## src/rtl/byteswap_pkg.sv

```systemverilog
// Shared definitions for the byteswap swapper stages: FSM encoding, byte-lane
// geometry and the final-beat keep mask.
package byteswap_pkg;

    typedef enum logic [1:0] {
        ST_IDLE,
        ST_RUN,
        ST_DRAIN,
        ST_DONE
    } state_t;

    localparam int DW    = 512;
    localparam int BPB   = DW / 8;
    localparam int OFF_W = $clog2(BPB);

    // A zero remainder means the final beat is completely full.
    function automatic logic [BPB-1:0] keep_mask(input logic [OFF_W-1:0] rem);
        if (rem == '0) begin
            return '1;
        end
        return (BPB'(1) << rem) - BPB'(1);
    endfunction

endpackage

```

## src/rtl/byteswap_framer_if.sv

```systemverilog
// Raw input stream plus framed AXI4-Stream output of the byteswap framer.
// The master modport is the framer; the slave modport is its surroundings.
interface byteswap_framer_if
    import byteswap_pkg::*;
#(
    parameter int DATA_W = DW
);
    logic                  s_axis_tvalid;
    logic                  s_axis_tready;
    logic [DATA_W-1:0]     s_axis_tdata;
    logic                  m_axis_tvalid;
    logic                  m_axis_tready;
    logic [DATA_W-1:0]     m_axis_tdata;
    logic [DATA_W/8-1:0]   m_axis_tkeep;
    logic                  m_axis_tlast;

    modport master (
        input  s_axis_tvalid, s_axis_tdata, m_axis_tready,
        output s_axis_tready, m_axis_tvalid, m_axis_tdata, m_axis_tkeep, m_axis_tlast
    );

    modport slave (
        output s_axis_tvalid, s_axis_tdata, m_axis_tready,
        input  s_axis_tready, m_axis_tvalid, m_axis_tdata, m_axis_tkeep, m_axis_tlast
    );
endinterface

```

## src/rtl/byteswap_axis_skid.sv

```systemverilog
// Two-entry AXI-Stream register slice: output and ready are both registered,
// so full throughput is kept without a combinational ready path.
module byteswap_axis_skid #(
    parameter int W = 8
) (
    input  logic         clk,
    input  logic         rst_n,
    input  logic         in_valid,
    output logic         in_ready,
    input  logic [W-1:0] in_data,
    output logic         out_valid,
    input  logic         out_ready,
    output logic [W-1:0] out_data
);
    logic         skid_valid;
    logic [W-1:0] skid_data;
    logic         push;

    assign in_ready = ~skid_valid;
    assign push     = in_valid && in_ready;

    // NOTE: the data registers are reset too, so a discarded packet leaves no stale beat behind.
    always_ff @(posedge clk or negedge rst_n) begin
        if (!rst_n) begin
            out_valid  <= 1'b0;
            out_data   <= '0;
            skid_valid <= 1'b0;
            skid_data  <= '0;
        end else if (!out_valid || out_ready) begin
            if (skid_valid) begin
                out_valid  <= 1'b1;
                out_data   <= skid_data;
                skid_valid <= 1'b0;
            end else begin
                out_valid <= push;
                if (push) begin
                    out_data <= in_data;
                end
            end
        end else if (push) begin
            // Output is stalled: park the incoming beat and drop ready next cycle.
            skid_valid <= 1'b1;
            skid_data  <= in_data;
        end
    end

endmodule

```

## src/rtl/byteswap_framer.sv

```systemverilog
// Frames a raw word stream into one AXI4-Stream packet of ctrl_length bytes,
// generating tkeep/tlast and a done pulse after the last beat leaves.
module byteswap_framer
    import byteswap_pkg::*;
#(
    parameter int C_AXIS_TDATA_WIDTH = DW,
    parameter int C_LENGTH_WIDTH     = 32
) (
    input  logic                      s_axis_aclk,
    input  logic                      s_axis_aresetn,
    input  logic                      ctrl_start,
    input  logic [C_LENGTH_WIDTH-1:0] ctrl_length,
    output logic                      ctrl_busy,
    output logic                      ctrl_done,
    byteswap_framer_if.master         axis
);
    localparam int KW     = C_AXIS_TDATA_WIDTH / 8;
    localparam int OW     = $clog2(KW);
    localparam int BEAT_W = C_LENGTH_WIDTH - OW + 1;
    localparam int SKID_W = C_AXIS_TDATA_WIDTH + KW + 1;

    state_t                       state, state_nx;
    logic [BEAT_W-1:0]            beats_left;
    logic [KW-1:0]                last_keep;
    logic [OW-1:0]                rem;
    logic                         skid_ready;
    logic                         push;
    logic                         final_push;
    logic [C_AXIS_TDATA_WIDTH-1:0] push_data;
    logic [KW-1:0]                push_keep;
    logic                         push_last;
    logic [SKID_W-1:0]            skid_out;

    assign rem                = ctrl_length[OW-1:0];
    assign axis.s_axis_tready = (state == ST_RUN) && skid_ready;
    assign push               = axis.s_axis_tvalid && axis.s_axis_tready;
    assign final_push         = push && (beats_left == BEAT_W'(1));
    assign ctrl_busy          = (state != ST_IDLE);
    assign ctrl_done          = (state == ST_DONE);

    // NOTE: every always_comb output gets a default first, so no path can infer a latch.
    always_comb begin
        state_nx = state;
        case (state)
            ST_IDLE:  if (ctrl_start) state_nx = (ctrl_length == '0) ? ST_DONE : ST_RUN;
            ST_RUN:   if (final_push) state_nx = ST_DRAIN;
            ST_DRAIN: if (axis.m_axis_tvalid && axis.m_axis_tready && axis.m_axis_tlast)
                          state_nx = ST_DONE;
            ST_DONE:  state_nx = ST_IDLE;
            default:  state_nx = ST_IDLE;
        endcase
    end

    // Final beat carries the partial keep and has its disabled bytes zeroed.
    always_comb begin
        push_keep = '1;
        push_last = 1'b0;
        push_data = '0;
        if (beats_left == BEAT_W'(1)) begin
            push_keep = last_keep;
            push_last = 1'b1;
        end
        for (int b = 0; b < KW; b++) begin
            push_data[b*8 +: 8] = axis.s_axis_tdata[b*8 +: 8] & {8{push_keep[b]}};
        end
    end

    // NOTE: sequential state uses non-blocking assignments so every register samples pre-edge values.
    always_ff @(posedge s_axis_aclk or negedge s_axis_aresetn) begin
        if (!s_axis_aresetn) begin
            state      <= ST_IDLE;
            beats_left <= '0;
            last_keep  <= '0;
        end else begin
            state <= state_nx;
            if (state == ST_IDLE && ctrl_start) begin
                beats_left <= {1'b0, ctrl_length[C_LENGTH_WIDTH-1:OW]} + BEAT_W'(rem != '0);
                last_keep  <= keep_mask(rem);
            end else if (push) begin
                beats_left <= beats_left - BEAT_W'(1);
            end
        end
    end

    byteswap_axis_skid #(.W(SKID_W)) u_skid (
        .clk       (s_axis_aclk),
        .rst_n     (s_axis_aresetn),
        .in_valid  (push),
        .in_ready  (skid_ready),
        .in_data   ({push_data, push_keep, push_last}),
        .out_valid (axis.m_axis_tvalid),
        .out_ready (axis.m_axis_tready),
        .out_data  (skid_out)
    );

    assign {axis.m_axis_tdata, axis.m_axis_tkeep, axis.m_axis_tlast} = skid_out;

endmodule

```

## src/flat_wrapper.sv

```systemverilog
// flat-port wrapper written by rule: the top's interface ports become plain ports
module byteswap_framer_flat import byteswap_pkg::*;
#(
    parameter int C_AXIS_TDATA_WIDTH = DW,
    parameter int C_LENGTH_WIDTH     = 32
)
  (s_axis_aclk, s_axis_aresetn, ctrl_start, ctrl_length, ctrl_busy, ctrl_done, axis_s_axis_tvalid, axis_s_axis_tdata, axis_m_axis_tready, axis_s_axis_tready, axis_m_axis_tvalid, axis_m_axis_tdata, axis_m_axis_tkeep, axis_m_axis_tlast);
  byteswap_framer_if axis_i ();
  input  logic s_axis_aclk;
  input  logic s_axis_aresetn;
  input  logic ctrl_start;
  input  logic [C_LENGTH_WIDTH-1:0] ctrl_length;
  output logic ctrl_busy;
  output logic ctrl_done;
  input wire logic [$bits(axis_i.s_axis_tvalid)-1:0] axis_s_axis_tvalid;
  input wire logic [$bits(axis_i.s_axis_tdata)-1:0] axis_s_axis_tdata;
  input wire logic [$bits(axis_i.m_axis_tready)-1:0] axis_m_axis_tready;
  output wire logic [$bits(axis_i.s_axis_tready)-1:0] axis_s_axis_tready;
  output wire logic [$bits(axis_i.m_axis_tvalid)-1:0] axis_m_axis_tvalid;
  output wire logic [$bits(axis_i.m_axis_tdata)-1:0] axis_m_axis_tdata;
  output wire logic [$bits(axis_i.m_axis_tkeep)-1:0] axis_m_axis_tkeep;
  output wire logic [$bits(axis_i.m_axis_tlast)-1:0] axis_m_axis_tlast;
  assign axis_i.s_axis_tvalid = axis_s_axis_tvalid;
  assign axis_i.s_axis_tdata = axis_s_axis_tdata;
  assign axis_i.m_axis_tready = axis_m_axis_tready;
  assign axis_s_axis_tready = axis_i.s_axis_tready;
  assign axis_m_axis_tvalid = axis_i.m_axis_tvalid;
  assign axis_m_axis_tdata = axis_i.m_axis_tdata;
  assign axis_m_axis_tkeep = axis_i.m_axis_tkeep;
  assign axis_m_axis_tlast = axis_i.m_axis_tlast;
  byteswap_framer #(.C_AXIS_TDATA_WIDTH(C_AXIS_TDATA_WIDTH), .C_LENGTH_WIDTH(C_LENGTH_WIDTH)) u_core (.s_axis_aclk(s_axis_aclk), .s_axis_aresetn(s_axis_aresetn), .ctrl_start(ctrl_start), .ctrl_length(ctrl_length), .ctrl_busy(ctrl_busy), .ctrl_done(ctrl_done), .axis(axis_i));
endmodule
```

## config.mk

```make
export PLATFORM = sky130hd
export DESIGN_NAME = byteswap_framer_flat
export DESIGN_NICKNAME = d
export VERILOG_FILES = /design/src/rtl/byteswap_pkg.sv /design/src/rtl/byteswap_framer_if.sv /design/src/rtl/byteswap_axis_skid.sv /design/src/rtl/byteswap_framer.sv /design/src/flat_wrapper.sv
export SDC_FILE = /design/constraint.sdc
export NUM_CORES = 2
export LEC_CHECK = 0
export BUFFER_PORTS_ARGS = -buffer_cell sky130_fd_sc_hd__buf_2
export CAP_MARGIN = 20
export CORE_AREA = 2 2 436 438
export DETAILED_ROUTE_END_ITERATION = 6
export DIE_AREA = 0 0 438 440
export GPL_TIMING_DRIVEN = 0
export PLACE_DENSITY = 0.52
export SLEW_MARGIN = 15
export SYNTH_ARGS = -nofsm -noshare
export SYNTH_HDL_FRONTEND = slang
export SYNTH_SLANG_ARGS = --single-unit
```

## constraint.sdc

```tcl
create_clock -name s_axis_aclk -period 2.8 [get_ports s_axis_aclk]
set_input_delay 0.14 -clock s_axis_aclk [delete_from_list [all_inputs] [get_ports s_axis_aclk]]
set_output_delay 0.14 -clock s_axis_aclk [all_outputs]
set_load 0.01 [all_outputs]
```

* Word level (Yosys, flattened, before mapping)
Cells that the tools add are included. Widths: inputs -> output; s select.
Word-level totals: register bits after elaboration 1249, latch bits 0, bits in writable memories 0, ROM bits 0, bits of input ports 549, output and inout bits 581, word-level logic and storage cells 122, memories 0
Cells by class: add/sub/neg operators 3, multiply operators 0, divide/modulo/power cells 0, magnitude comparators 0, equality and inequality tests 7, shift operators 1, mux-type cells 18, bitwise logic cells 66, reductions and logical operators 20
Operators with widths (number):
- $mux 577 | 2
- $and 8x8->8 | 64
- $mux 64 | 3
- $shl 1x6->64 const A | 1
- $sub 64x2->64 const B | 1
- $mux 27 | 2
- $logic_not 32->1 | 1
- $add 26x1->27 | 1
- $eq 27x1->1 const B | 1
- $sub 27x1->27 const B | 1
- $mux 2 | 4
- $pmux 2 s4 | 1
- $reduce_bool 2->1 | 4
- $logic_and 1x1->1 | 7
- $logic_not 6->1 | 1
- $mux 1 | 6
- $reduce_bool 6->1 | 1
- $eq 2x2->1 const B | 2
- $ne 2x1->1 const B | 2
- $reduce_and 2->1 | 2
- $reduce_and 3->1 | 1
- $eq 2x1->1 const B | 1
- $logic_not 2->1 | 1
- $ne 2x2->1 const B | 1
- 3 further kinds | 4

* Depth between registers and ports, before layout
depth in word-level cells 6, gate-level depth with buffers 13, mapped depth without buffers 10

* Hierarchy
A second synthesis with hierarchy kept.
Unflattened totals: cells, all modules 4437, area total of the unflattened synthesis 59732.3 um^2
Modules (own cells, without submodules):
- byteswap_axis_skid | instances 1, cells an instance 3087, area each 50024.2 um^2, seq. area each 28927.7 um^2
- byteswap_framer | instances 1, cells an instance 1350, area each 9708.1 um^2, seq. area each 2327.2 um^2

* Worst setup path before layout
OpenSTA, ideal clock, no wires.
path kind in2reg, start input ctrl_length[1], end register u_core.last_keep[34], library setup time 0.099 ns, arrival 3.039 ns, required time 2.701 ns, slack -0.339 ns, cell stages on the path 11, buffers on the path 4, path through clkbuf_1 > buf_1 > clkbuf_1 > nand3b_1 > ha_1 > clkbuf_1 > clkinv_1 > o31a_1 > nor4_1 > a221oi_1 > a311oi_1
Between the ends: cells in the longest elaborated chain, start to end 4, elaborated cells on any way between the ends 6, those cells by class 1 x add/sub; 1 x shift; 3 x mux; 1 x reduce/logical
RTL lines:
- start, declared | line flat_wrapper.sv:12 | input logic [C_LENGTH_WIDTH-1:0] ctrl_length;
- branches (longest 3 deep; another with $sub 64x2->64)
- $mux 64 * | line byteswap_pkg.sv:21 | return (BPB'(1) << rem) - BPB'(1);
- end signal, assigned | line byteswap_framer.sv:78 | last_keep <= keep_mask(rem);
- end, declared | line byteswap_framer.sv:24 | logic [KW-1:0] last_keep;
Every way passes the cells marked *. The select of a mux whose other input is x is not followed. A chain may end at the register's enable or synchronous reset.

* Worst setup path in the final report
start register u_core.beats_left[6], end register u_core.u_skid.out_data[538]
Between the ends: cells in the longest elaborated chain, start to end 5
RTL lines:
- start, declared | line byteswap_framer.sv:23 | logic [BEAT_W-1:0] beats_left;
- start signal, assigned | line byteswap_framer.sv:77 | beats_left <= {1'b0, ctrl_length[C_LENGTH_WIDTH-1:OW]} + BEAT_W'(rem != '0);
- start signal, assigned | line byteswap_framer.sv:80 | beats_left <= beats_left - BEAT_W'(1);
- $eq 27x1->1 | line byteswap_framer.sv:59 | if (beats_left == BEAT_W'(1)) begin
- $mux 64 | line byteswap_framer.sv:59
- $and 8x8->8 | line byteswap_framer.sv:64 | push_data[b*8 +: 8] = axis.s_axis_tdata[b*8 +: 8] & {8{push_keep[b]}};
- $mux 577 | line byteswap_axis_skid.sv:36 | if (push) begin
- $mux 577 | line byteswap_axis_skid.sv:30 | if (skid_valid) begin
- end signal, assigned | line byteswap_axis_skid.sv:32 | out_data <= skid_data;
- end signal, assigned | line byteswap_axis_skid.sv:37 | out_data <= in_data;
- end, declared | line byteswap_axis_skid.sv:13 | output logic [W-1:0] out_data
No other way between the ends. The select of a mux whose other input is x is not followed.

==> results.md <==
* Largest net degree at the start of global routing at 141
* Failing checks: hold timing, setup timing
* Final hold vios at 267
* Port Buffers at 1,128
* Leakage at 36.0 nW
* Post-synth top area share at 58.0%
* Iteration-0 DRC Markers at 4,281
* Fin. max-slew vios at 0
* Vias per Instance at 5.23
* Peak supply drop at 0.601 mV
* Worst flop-to-flop path startpoint: u_core.beats_left[6]
* Routed WL at 253 mm
* Asr flop ratio synth at 100%
* # rows at 160
* Slew @ Worst Pin at 1.11 ns
* Worst slew margin at 26.3%
* CP endpoint kind: flip-flop
* Initial Util at 28.6%
* Post-DP HPWL at 181 mm
* Final Setup Violations at 1,068
* Worst Hold Class: in -> async
* Maxcap violations at 0
* YS warnings at 0
* Vias at 52.0k
* Post-synthesis cell count at 5,360
* Overall die width at 438 µm
* Die area at 193,000 µm²
* Residual DRC count at 0
* Commonest non-fill, non-tap cell in the layout: dfrtp_1
* Critical path data required time at 3.49 ns
* Antenna violations before repair at 28
* Slowest cell delay on critical path at 0.56 ns
* Worst Path Arrival at 3.77 ns
* Slowest cell on crit path: or4_4
* Layout cells sized above 1 at 24.2%
* GRT Total Usage at 25.2%
* Most area-consuming cells after synthesis: dfrtp_1, a221o_1, nand2_1
* Post-Route Hold Slack at -0.694 ns
* Flop-to-flop setup slack at -0.28 ns
* Seq/Total Area, Yosys at 58.0%
* RSZ-0062 raised after global routing: true
* GR Util met2 at 42.1%
* Floorplan die height at 440 µm
* Clock root buffer: clkbuf_16
* Global routing usage on met3 at 4.70%
* Area of the core at 189,000 µm²
* Critical Path Start Type: flip-flop
* Number of global-route vias before repair at 51.9k
* Clk Latency, worst-skew pair at 0.81 ns
* Multi-input gate area at 22,500 µm²
* Post-Syn Nets at 5,919
* Top FF cell, synth: dfrtp_1
* CTS sink count at 1,249
* GR Util met1 at 32.1%
* Register bit total from synthesis at 1,249
* CP Cell Sequence: or4_4 > or4b_4 > buf_12 > buf_12 > clkbuf_4 > nor4_1 > nor2_2 > a221o_1
* Outcome: complete, but fails checks
* Clock Skew at 0.0264 ns
* Setup CP Type: reg -> reg
* Average cell area after synthesis at 10.0 µm²
* Cell Area, Synth at 53,800 µm²
* FMAX at 0.324 GHz
* Area grow syn2layout at 41.8%
* First-pass GRT wire length at 363 mm
* Total grt overflow at 0
* Commonest non-fill, non-tap cells in the layout: dfrtp_1, nand2_1, buf_2
* Grt peak-use layer: met2
* GP Congestion at 0.910
* TritonRoute pass-1 iters at 6
* Fin worst setup slack at -0.284 ns
* H-tree depth at 4
* Buf/Inv on CP at 3
* Worst-path clk slew at 0.06 ns
* CP Max Fanout at 10
* Final TNS setup at -109.13 ns
* Crit path launch: u_core.beats_left[6]
* Filler Cell Count at 18.7k
* Critical path's top delay family: simple AND/OR/NAND/NOR gates
* Yosys cell types at 64
* Num CTS Buffers at 150
* IO Count at 1,130
* Final min period at 3.08 ns
* EDFF count, synth at 0
* Pwr Density at 1050 nW/µm²
* Critical Path Most Common Cell: buf_12
* Post-route core utilization at 40.5%
* Antenna-violating nets left at 0
* Drt wl/cell at 25.4 µm
* CTS tree: yes
* Final net count at 7,851
* Crit share post-route at 110%
* Max clock buf depth at 3
* Synth area leader: dfrtp_1
* Reg area at 31,300 µm²
==> state kept, by name (all words and copies together), names as in the netlist <==
| signal | cells |
|---|---|
| u_core.u_skid.out_data | 577 |
| u_core.u_skid.skid_data | 577 |
| u_core.last_keep | 64 |
| u_core.beats_left | 27 |
| u_core.state | 2 |
| u_core.u_skid.out_valid | 1 |
| u_core.u_skid.skid_valid | 1 |
==> worst paths after layout <==
path | end | depth (start not counted)
hold reg to reg | u_core.u_skid.skid_data[303] | 2
hold / removal | u_core.u_skid.out_data[458] | 1
max in group asynchronous | u_core.u_skid.out_data[209] | 6
setup reg to reg | u_core.u_skid.out_data[538] | 8
min in group s_axis_aclk | u_core.last_keep[22] | 6
setup / recovery | u_core.u_skid.out_data[538] | 8
==> power by group <==
part / internal [mW] / switching (mW)
sequential: 26.8 / 6.67
clock: 12.0 / 8.35
combinational: 10.8 / 15.3
==> metal layers <==
metal	share of wire, %	routed length [µm]	up-vias
li1	-	-	23400
met1	41	104000	26100
met2	48	122000	2026
met3	6.0	15300	451
met4	4.4	11200	0
met5	0	0	-
==> synthesized netlist by cell type, types with 12 or more instances <==
cell type and number:
nor2b_1 12, o21ai_1 37, nand3_1 26, nor2_4 31, a31oi_1 20, o21ai_0 706
xor2_1 22, inv_1 15, and3_1 520, a221o_1 513, nand2_1 1223, a21oi_1 45
buf_1 12, clkbuf_1 396, xnor2_1 29, nor2_1 182, dfrtp_1 1249, nor3_1 84
mux2i_1 18, nor4_1 86
==> kinds of logic after synthesis <==
| group | after synthesis | share of synthesized area [%] |
|---|---|---|
| XOR/XNOR | 51 | 0.830 |
| AND/OR/NAND/NOR | 2214 | 19.4 |
| buffers and inverters | 434 | 3.12 |
| AO/OA/AOI/OAI | 1384 | 18.1 |
| adder cells (fa/ha/maj) | 10 | 0.232 |
| multiplexers | 18 | 0.335 |
| flip-flops | 1249 | 58.0 |
==> repair_timing <==
action / 4_1_cts / 5_1_grt
gates cloned: 38 / 17
hold buffers: 558 / 3
endpoints found under the hold margin: 1419 / 126
pin swaps: 87 / 64
resized for setup: 369 / 262
buffers inserted: 25 / 3
setup endpoints to repair: 1283 / 1302
==> final cells by class <==
cell class	count	area share, %
flip-flops and latches	1249	40.9
multi-input cells	3720	29.4
repair buffers	1741	16.2
clock buffers	225	5.82
well taps	2511	4.12
plain buffers	413	2.59
clock inverters	43	0.770
inverters	17	0.0852
diodes	21	0.0688
==> metrics by stage <==
step	instance area [µm²]	power [mW]	instances	hold WS, ns	setup slack (ns)
after floorplan	53900	44.5	5360	-0.156	0.0263
after global placement	62700	57.4	8999	0.385	-27.37
after detailed placement	63100	58.0	9013	0.170	-1.31
after CTS	75600	80.1	9900	-0.740	-0.224
after global routing	76300	84.5	9935	-0.687	-0.314
final	76300	79.9	9940	-0.694	-0.284
Note: power is estimated with default switching activity, not from simulation.
